<file path="src/rtl/l1_mem_arbiter.sv">
// l1_mem_arbiter: shares the single L2/main-memory port between the
// instruction cache (requester 0, "i") and the data cache (requester 1, "d").
// One line-sized transaction is in flight at a time. Ties are broken
// round-robin, the grant is held until memory answers, and only the winner
// sees the ready pulse. Grant and conflict counters feed performance reporting.
module l1_mem_arbiter #(
   parameter int unsigned ADDR_W = 32,
   parameter int unsigned LINE_W = 128,
   parameter int unsigned CNT_W  = 32
) (
   input  logic              clk_i,
   input  logic              rst_ni,
   input  logic              i_req_valid_i,
   input  logic              i_req_rw_i,
   input  logic [ADDR_W-1:0] i_req_addr_i,
   input  logic [LINE_W-1:0] i_req_data_i,
   output logic              i_res_ready_o,
   output logic [LINE_W-1:0] i_res_data_o,
   input  logic              d_req_valid_i,
   input  logic              d_req_rw_i,
   input  logic [ADDR_W-1:0] d_req_addr_i,
   input  logic [LINE_W-1:0] d_req_data_i,
   output logic              d_res_ready_o,
   output logic [LINE_W-1:0] d_res_data_o,
   output logic              mem_valid_o,
   output logic              mem_rw_o,
   output logic [ADDR_W-1:0] mem_addr_o,
   output logic [LINE_W-1:0] mem_data_o,
   input  logic              mem_ready_i,
   input  logic [LINE_W-1:0] mem_data_i,
   output logic [CNT_W-1:0]  no_grant_i_o,
   output logic [CNT_W-1:0]  no_grant_d_o,
   output logic [CNT_W-1:0]  no_conflict_o
);

   typedef enum logic [0:0] {
      IDLE = 1'b0,
      BUSY = 1'b1
   } state_e;

   localparam logic [CNT_W-1:0] CNT_ONE = CNT_W'(1);

   state_e             state_q, state_d;
   logic               gnt_id_q, gnt_id_d;         // 0 = icache, 1 = dcache
   logic               last_grant_q, last_grant_d; // requester served last
   logic               mem_valid_q, mem_valid_d;
   logic               mem_rw_q, mem_rw_d;
   logic [ADDR_W-1:0]  mem_addr_q, mem_addr_d;
   logic [LINE_W-1:0]  mem_data_q, mem_data_d;
   logic [CNT_W-1:0]   cnt_gnt_i_q, cnt_gnt_i_d;
   logic [CNT_W-1:0]   cnt_gnt_d_q, cnt_gnt_d_d;
   logic [CNT_W-1:0]   cnt_conf_q, cnt_conf_d;

   logic               both_valid_s;
   logic               any_valid_s;
   logic               pick_d_s;
   logic               done_s;

   // Arbitration decision: a lone requester wins; on a tie the one not served last wins.
   always_comb begin
      both_valid_s = i_req_valid_i & d_req_valid_i;
      any_valid_s  = i_req_valid_i | d_req_valid_i;
      if (both_valid_s) begin
         pick_d_s = ~last_grant_q;
      end else begin
         pick_d_s = d_req_valid_i;
      end
      done_s = (state_q == BUSY) & mem_ready_i;
   end

   // Next-state logic: launch a transaction from IDLE, retire it on mem_ready_i in BUSY.
   always_comb begin
      state_d      = state_q;
      gnt_id_d     = gnt_id_q;
      last_grant_d = last_grant_q;
      mem_valid_d  = mem_valid_q;
      mem_rw_d     = mem_rw_q;
      mem_addr_d   = mem_addr_q;
      mem_data_d   = mem_data_q;
      cnt_gnt_i_d  = cnt_gnt_i_q;
      cnt_gnt_d_d  = cnt_gnt_d_q;
      cnt_conf_d   = cnt_conf_q;
      case (state_q)
         IDLE: begin
            if (both_valid_s) begin
               cnt_conf_d = cnt_conf_q + CNT_ONE;
            end else begin
               cnt_conf_d = cnt_conf_q;
            end
            if (any_valid_s) begin
               state_d     = BUSY;
               mem_valid_d = 1'b1;
               gnt_id_d    = pick_d_s;
               if (pick_d_s) begin
                  mem_rw_d    = d_req_rw_i;
                  mem_addr_d  = d_req_addr_i;
                  mem_data_d  = d_req_data_i;
                  cnt_gnt_d_d = cnt_gnt_d_q + CNT_ONE;
               end else begin
                  mem_rw_d    = i_req_rw_i;
                  mem_addr_d  = i_req_addr_i;
                  mem_data_d  = i_req_data_i;
                  cnt_gnt_i_d = cnt_gnt_i_q + CNT_ONE;
               end
            end else begin
               state_d = IDLE;
            end
         end
         BUSY: begin
            // Requester inputs are deliberately ignored until memory answers.
            if (mem_ready_i) begin
               state_d      = IDLE;
               mem_valid_d  = 1'b0;
               last_grant_d = gnt_id_q;
            end else begin
               state_d = BUSY;
            end
         end
         default: begin
            state_d     = IDLE;
            mem_valid_d = 1'b0;
         end
      endcase
   end

   // State, captured request and statistics registers.
   always_ff @(posedge clk_i or negedge rst_ni) begin
      if (!rst_ni) begin
         state_q      <= IDLE;
         gnt_id_q     <= 1'b0;
         last_grant_q <= 1'b1;
         mem_valid_q  <= 1'b0;
         mem_rw_q     <= 1'b0;
         mem_addr_q   <= '0;
         mem_data_q   <= '0;
         cnt_gnt_i_q  <= '0;
         cnt_gnt_d_q  <= '0;
         cnt_conf_q   <= '0;
      end else begin
         state_q      <= state_d;
         gnt_id_q     <= gnt_id_d;
         last_grant_q <= last_grant_d;
         mem_valid_q  <= mem_valid_d;
         mem_rw_q     <= mem_rw_d;
         mem_addr_q   <= mem_addr_d;
         mem_data_q   <= mem_data_d;
         cnt_gnt_i_q  <= cnt_gnt_i_d;
         cnt_gnt_d_q  <= cnt_gnt_d_d;
         cnt_conf_q   <= cnt_conf_d;
      end
   end

   // Ready is steered to the granted requester only; read data is broadcast.
   always_comb begin
      i_res_ready_o = done_s & ~gnt_id_q;
      d_res_ready_o = done_s & gnt_id_q;
      i_res_data_o  = mem_data_i;
      d_res_data_o  = mem_data_i;
   end

   assign mem_valid_o   = mem_valid_q;
   assign mem_rw_o      = mem_rw_q;
   assign mem_addr_o    = mem_addr_q;
   assign mem_data_o    = mem_data_q;
   assign no_grant_i_o  = cnt_gnt_i_q;
   assign no_grant_d_o  = cnt_gnt_d_q;
   assign no_conflict_o = cnt_conf_q;

endmodule
</file>
<file path="config.mk">
export PLATFORM = sky130hd
export DESIGN_NAME = l1_mem_arbiter
export DESIGN_NICKNAME = d
export VERILOG_FILES = /design/src/rtl/l1_mem_arbiter.sv
export SDC_FILE = /design/constraint.sdc
export NUM_CORES = 1
export LEC_CHECK = 0
export CAP_MARGIN = 0
export CORE_AREA = 4 4 372 374
export DETAILED_ROUTE_END_ITERATION = 10
export DIE_AREA = 0 0 376 378
export PLACE_DENSITY = 0.33
export SLEW_MARGIN = 20
export SYNTH_ARGS = -nofsm -noshare
export SYNTH_HDL_FRONTEND = slang
export SYNTH_SLANG_ARGS = --single-unit
</file>
<file path="constraint.sdc">
create_clock -name clk_i -period 5 [get_ports clk_i]
set_clock_uncertainty 0.1 [all_clocks]
set_input_delay 0.75 -clock clk_i [delete_from_list [all_inputs] [get_ports clk_i]]
set_output_delay 0.75 -clock clk_i [all_outputs]
set_load 0.05 [all_outputs]
</file>
==> results of run 1 <==
## per-stage QoR
step | total power [W] | std cells | hold WS (ps) | cell area [um^2]
CTS | 0.01181 | 3346 | 5.517 | 20560
finish | 0.01158 | 3346 | 39.65 | 20560
floorplan | 0.007000 | 1206 | 354.4 | 13120
global placement | 0.008890 | 3275 | 361.5 | 19270
global route | 0.01217 | 3346 | 19.15 | 20560
detailed placement | 0.008865 | 3275 | 362.6 | 19270
## routing by layer
layer	global-route usage [%]	up-vias	wire, um
met5	0	-	10
met4	4.228	2	3220
met3	3.468	192	6965
met2	16.59	632	35420
met1	8.747	5340	21690
li1	-	4694	-
## cells by family (layout without fill, tap and decap cells)
group | after synthesis | in the layout | share of synthesized area (%)
flops | 261 | 261 | 49.78
mux | 3 | 3 | 0.2574
compound gates | 168 | 168 | 12.71
simple gates | 183 | 183 | 8.705
buf+inv | 495 | 854 | 22.05
xor+xnor | 93 | 93 | 6.207
fa+ha+maj | 3 | 3 | 0.2861
## final timing paths
| path | slack [ps] | cells after the start | end | from |
|---|---|---|---|---|
| max in group asynchronous | 3680 | 2 | mem_data_o[98]$_DFFE_PN0P_ | rst_ni |
| setup reg to reg | 2420 | 5 | mem_data_o[1]$_DFFE_PN0P_ | last_grant_q$_DFFE_PN1N_ |
| hold reg to reg | 370 | 1 | no_conflict_o[31]$_DFFE_PN0P_ | no_conflict_o[31]$_DFFE_PN0P_ |
| hold / removal | 40 | 1 | mem_addr_o[19]$_DFFE_PN0P_ | rst_ni |
| min in group clk_i | 370 | 1 | no_conflict_o[31]$_DFFE_PN0P_ | no_conflict_o[31]$_DFFE_PN0P_ |
| setup / recovery | 1510 | 4 | i_res_ready_o | mem_ready_i |
## worst register-to-register path: cells and delay by family (launching register included)
kind | cells | cell delay, ps
AOI/OAI and AO/OA | 1 | 120
and+or+nand+nor | 2 | 1110
buffers and inverters | 2 | 500
DFF | 1 | 690
## power by group through the flow
stage | clock, W | combinational, W | sequential [W]
finish | 0.00278 | 0.00545 | 0.00334
global route | 0.00301 | 0.00572 | 0.00343
CTS | 0.00293 | 0.00553 | 0.00335
detailed placement | 0 | 0.00552 | 0.00335
global placement | 0 | 0.00552 | 0.00337
floorplan | 0 | 0.00149 | 0.00551
## final cells by class
type	instances	area, um^2	area share (%)
sequential	261	6533	31.77
clock inverter	16	152.6	0.7424
clock buffer	55	1137	5.531
multi-input combinational	450	3732	18.15
tap	1781	2228	10.84
timing repair buffer	611	6133	29.83
inverter	172	645.6	3.140
## synth_stat cells, drive strengths merged
cell,count
and4,10
a222oi,161
and2b,1
nor3,14
nand3b,1
and3,14
nand2b,2
a211o,2
dfstp,1
buf,301
nand4b,2
nand2,32
dfrtp,260
nor2,19
xnor2,59
and2,5
clkbuf,22
nor4,17
a21o,2
o21ai,2
a21oi,1
xor2,34
nand4,40
or2,2
ha,3
inv,172
nand3,24
mux2,3
## flip-flops by register name (all words and copies together) (netlist names)
| register | flops |
|---|---|
| mem_data_o | 128 |
| mem_addr_o | 32 |
| no_conflict_o | 32 |
| no_grant_d_o | 32 |
| no_grant_i_o | 32 |
| gnt_id_q | 1 |
| last_grant_q | 1 |
| mem_rw_o | 1 |
| mem_valid_o | 1 |
| state_q | 1 |
==> results_dict.tcl, run 1 <==
set metrics [dict create \
    status "complete, no violations" \
    io_pins 971 \
    ys_seq_elements 261 \
    synth_area_leaders "dfrtp_1 (50%), buf_4 (15%), a222oi_1 (12%)" \
    min_path_type "input pin to async pin" \
    syn_area_um2 13120 \
    hold_viol 0 \
    nets 1994 \
    grt_max_degree 107 \
    slew_violations 0 \
    viasPerCell 3.246 \
    leakagePower_nw 8.530 \
    clkSinkCount 261 \
    cts_max_path_buffers 3 \
    clk_latency_ps 570 \
    grt_usage_pct 8.960 \
    path_cells "clkdlybuf4s50_1, nand2_1, nor2_1, clkdlybuf4s50_1" \
    crit_required_ps 4150 \
    vias 10860 \
    ir_drop_mv 0.3361 \
    io_buffers 586 \
    drt_first_pass_iters 9 \
    wirelength_um 67310 \
    die_w_um 376 \
    cp-end-kind "primary output" \
    worst_pin_slew_ps 1012 \
    fin_ws_ps 1507 \
    synthCells 1206 \
    ctsHoldBuffers 0 \
    die_y_um 378 \
    p_sw_w 0.005339 \
    rsz0062_at_grt "no" \
    criticalPathCategory "input pin to primary output" \
    drv_cap 0 \
    antenna_found_initial 4 \
    tns_ps 0 \
    routedWlPerCell_um 20.12 \
    cts_buffers 40 \
    path_max_fanout 3 \
    yosysTopAreaCell "dfrtp_1" \
    rows 135 \
    path_clk_slew_ps 50 \
    postCtsSetupBuffers 0 \
    cts_resized 0 \
    antenna_left 0 \
    core-area_um2 135000 \
    internal_power_w 0.006239 \
    cp_num_buf_inv 2 \
    seq_power_share_pct 28.9 \
    gp_congestion 0.7930 \
    fillers 14990 \
    drc 0 \
    dp_slack_ps 1199 \
    postSynthAreaPerCell_um2 10.88 \
    syn_to_final_growth_pct 56.69 \
    cp_top_family "buffers and inverters" \
    final_cell_mix "clkdlybuf4s50_1 (585), dfrtp_1 (260), inv_1 (172)" \
    power_switching_share_pct 46.12 \
    layout_commonest_cell "clkdlybuf4s50_1" \
    finalCritPeriodShare_pct 69.86 \
    syn-num-nets 1664 \
    ys_seq_area_share_pct 49.78 \
    clockPowerShare_pct 24.0 \
    cpMostUsedCell "clkdlybuf4s50_1" \
    layout_min_cycle_time_ps 3493 \
    drive_gt1_share_pct 7.476 \
    post-dp-hpwl_um 52330 \
    synth.top_cell.area_share_pct 49.58 \
    finalSetupViolCount 0 \
    p_per_area_nw_per_um2 563.1 \
    final_util_pct 15.24 \
    cts_root_buffer "clkbuf_16" \
    cpPeakStageDelay_ps 880 \
    critical_path_arrival_ps 2640 \
    yosys_warnings 0 \
    die_area_um2 142100 \
    start_util_pct 9.723 \
    critical_path.slowest_cell "clkdlybuf4s50_1" \
    grt_pass1_wl_um 91890 \
    clock.fmax_mhz 286.3 \
    synth_cell_types 38 \
    first_iter_violations 1256 \
    cts_tree "yes" \
    slew_headroom_pct 32.36 \
    diodes 0 \
    overflow 0 \
    htreeDepth 2 \
    power_frac_comb_pct 47.1 \
    grt_pass1_vias 11870 \
    critPathLaunchType "input pin" \
]
Power figures use the tool's default switching activity.
==> run 2: changes to the inputs <==
--- a/config.mk
+++ b/config.mk
@@ -6,9 +6,9 @@
 export NUM_CORES = 1
 export LEC_CHECK = 0
 export CAP_MARGIN = 0
-export CORE_AREA = 4 4 372 374
+export CORE_AREA = 4 4 377 379
 export DETAILED_ROUTE_END_ITERATION = 10
-export DIE_AREA = 0 0 376 378
+export DIE_AREA = 0 0 381 383
 export PLACE_DENSITY = 0.33
 export SLEW_MARGIN = 20
 export SYNTH_ARGS = -nofsm -noshare
==> constraint.sdc (replaced) <==
create_clock -name clk_i -period 3.3 [get_ports clk_i]
set_clock_uncertainty 0.1 [all_clocks]
set_input_delay 0.495 -clock clk_i [delete_from_list [all_inputs] [get_ports clk_i]]
set_output_delay 0.495 -clock clk_i [all_outputs]
set_load 0.05 [all_outputs]
==> run 2 against run 1 <==
Sequential share of layout area down 0.23 points; largest power group unchanged; count of clock-buffer cells in the layout is 4 lower; core utilization decreased by 0.32 points; first-iteration DRC count rose by 1.8%; power grew 57%.
==> results_dict.tcl, run 2 (synthesis gave the netlist of run 1 again) <==
set metrics [dict create \
    cpPeakStageDelay_ps 980 \
    cts_root_buffer "clkbuf_16" \
    postCtsSetupBuffers 0 \
    worst_pin_slew_ps 1243 \
    crit_cells 1 \
    cts_resized 0 \
    critical_path.startpoint "mem_data_o[53]$_DFFE_PN0P_" \
    path_clk_slew_ps 60 \
    path_cells "clkdlybuf4s50_1" \
    min_from "no_conflict_o[31]$_DFFE_PN0P_" \
    die_y_um 383 \
    wirelength_um 73780 \
    rsz0062_at_grt "no" \
    critical_path.slowest_cell "clkdlybuf4s50_1" \
    hold_viol 0 \
    gp_congestion 0.8107 \
    min_path_type "flip-flop to flip-flop" \
    antenna_found_initial 9 \
    largest_reg_flops 128 \
    grt_usage_pct 9.606 \
    fillers 15580 \
    reg2reg_slack_ps 740 \
    die_w_um 381 \
    finalCritPeriodShare_pct 79.92 \
    final_cell_count_no_fill 3377 \
    slew_headroom_pct 17.14 \
    layout_min_cycle_time_ps 2637 \
    grt_pass1_vias 11680 \
    cp_num_buf_inv 1 \
    p_per_area_nw_per_um2 874.7 \
    die_area_um2 145900 \
    overflow 0 \
    dp.cells 3307 \
    vias 10920 \
    io_pins 971 \
    grt_pass1_wl_um 99130 \
    fin_area_um2 20710 \
    drv_cap 0 \
    antenna_left 0 \
    cts_tree "yes" \
    cp_top_family "buffers and inverters" \
    core-area_um2 138800 \
    status "complete, no violations" \
    final_util_pct 14.92 \
    cts_max_path_buffers 3 \
    clock.fmax_mhz 379.2 \
    tns_ps 0 \
    grt_max_degree 162 \
    clkSinkCount 261 \
    cp-end-kind "primary output" \
    syn_to_final_growth_pct 57.86 \
    routedWlPerCell_um 21.85 \
    post-dp-hpwl_um 59720 \
    crit_end "mem_data_o[53]" \
    reg2regPathDepth 5 \
    drive_gt1_share_pct 8.036 \
    path_max_fanout 2 \
    critical_path_arrival_ps 2040 \
    drt_first_pass_iters 10 \
    rows 137 \
    cts_buffers 38 \
    io_buffers 586 \
    drc 0 \
    crit_required_ps 2700 \
    first_iter_violations 1279 \
    criticalPathCategory "flip-flop to primary output" \
    final_cell_mix "clkdlybuf4s50_1 (580), dfrtp_1 (260), inv_1 (172)" \
    layout_commonest_cell "clkdlybuf4s50_1" \
    slew_violations 0 \
    nets 1999 \
    post_dp_cell_area_um2 19370 \
    start_util_pct 9.451 \
    reg2reg_from "last_grant_q$_DFFE_PN1N_" \
    reg2reg_to "mem_data_o[32]$_DFFE_PN0P_" \
    htreeDepth 2 \
    finalSetupViolCount 0 \
    viasPerCell 3.234 \
    clk_latency_ps 560 \
    critPathLaunchType "flip-flop" \
    leakagePower_nw 8.609 \
    ir_drop_mv 0.4028 \
]
==> run 2: power by group <==
part / internal, W / switching (W)
logic: 0.00274 / 0.00592
registers: 0.00421 / 0.000892
clock network: 0.00272 / 0.00164
==> run 2: worst register-to-register path, stage by stage, from the launching register on <==
cell,delay (ps)
dfstp_2,600
and2b_1,290
nor2_4,190
buf_12,430
a222oi_1,740
inv_1,120
==> run 2: routing by layer <==
metal | vias up | track usage (%) | share of wire (%)
met5 | - | 0.03307 | 0.072
li1 | 4725 | - | -
met3 | 173 | 3.895 | 10
met2 | 686 | 16.76 | 50
met4 | 8 | 4.336 | 4.7
met1 | 5328 | 10.16 | 35
==> run 2: worst min-delay path by stage <==
stage | end | cells after the start | slack (ps)
2_1_floorplan | gnt_id_q$_DFFE_PN0P_ | 0 | 100
3_3_place_gp | no_grant_d_o[31]$_DFFE_PN0P_ | 1 | 370
3_5_place_dp | no_conflict_o[31]$_DFFE_PN0P_ | 1 | 370
4_1_cts | mem_data_o[63]$_DFFE_PN0P_ | 3 | 370
5_1_grt | mem_data_o[49]$_DFFE_PN0P_ | 3 | 400
6_report | no_conflict_o[31]$_DFFE_PN0P_ | 1 | 380
==> run 2: through the flow <==
step	total power (W)	hold WS, ps	worst slack (ps)
after floorplan	0.01061	99.41	1198
after global placement	0.01394	367.1	444.6
after detailed placement	0.01396	366.3	395.5
after CTS	0.01855	366.2	518.4
after global routing	0.01899	398.0	531.8
final	0.01812	378.6	662.6
==> run 2: layout make-up <==
| cell class | instances | area [um^2] | area share (%) |
|---|---|---|---|
| Multi-Input combinational cell | 450 | 3732 | 18.02 |
| Antenna cell | 2 | 5.005 | 0.02416 |
| Inverter | 172 | 645.6 | 3.117 |
| Sequential cell | 261 | 6533 | 31.54 |
| Tap cell | 1807 | 2261 | 10.91 |
| Clock buffer | 51 | 1091 | 5.267 |
| Clock inverter | 16 | 234.0 | 1.129 |
| Timing Repair Buffer | 618 | 6213 | 30.00 |
==> run 2: what timing repair did <==
action | 4_1_cts | 5_1_grt
hold endpoints to repair | 68 | 0
hold buffers | 1 | 0
setup endpoints to repair | 0 | 0
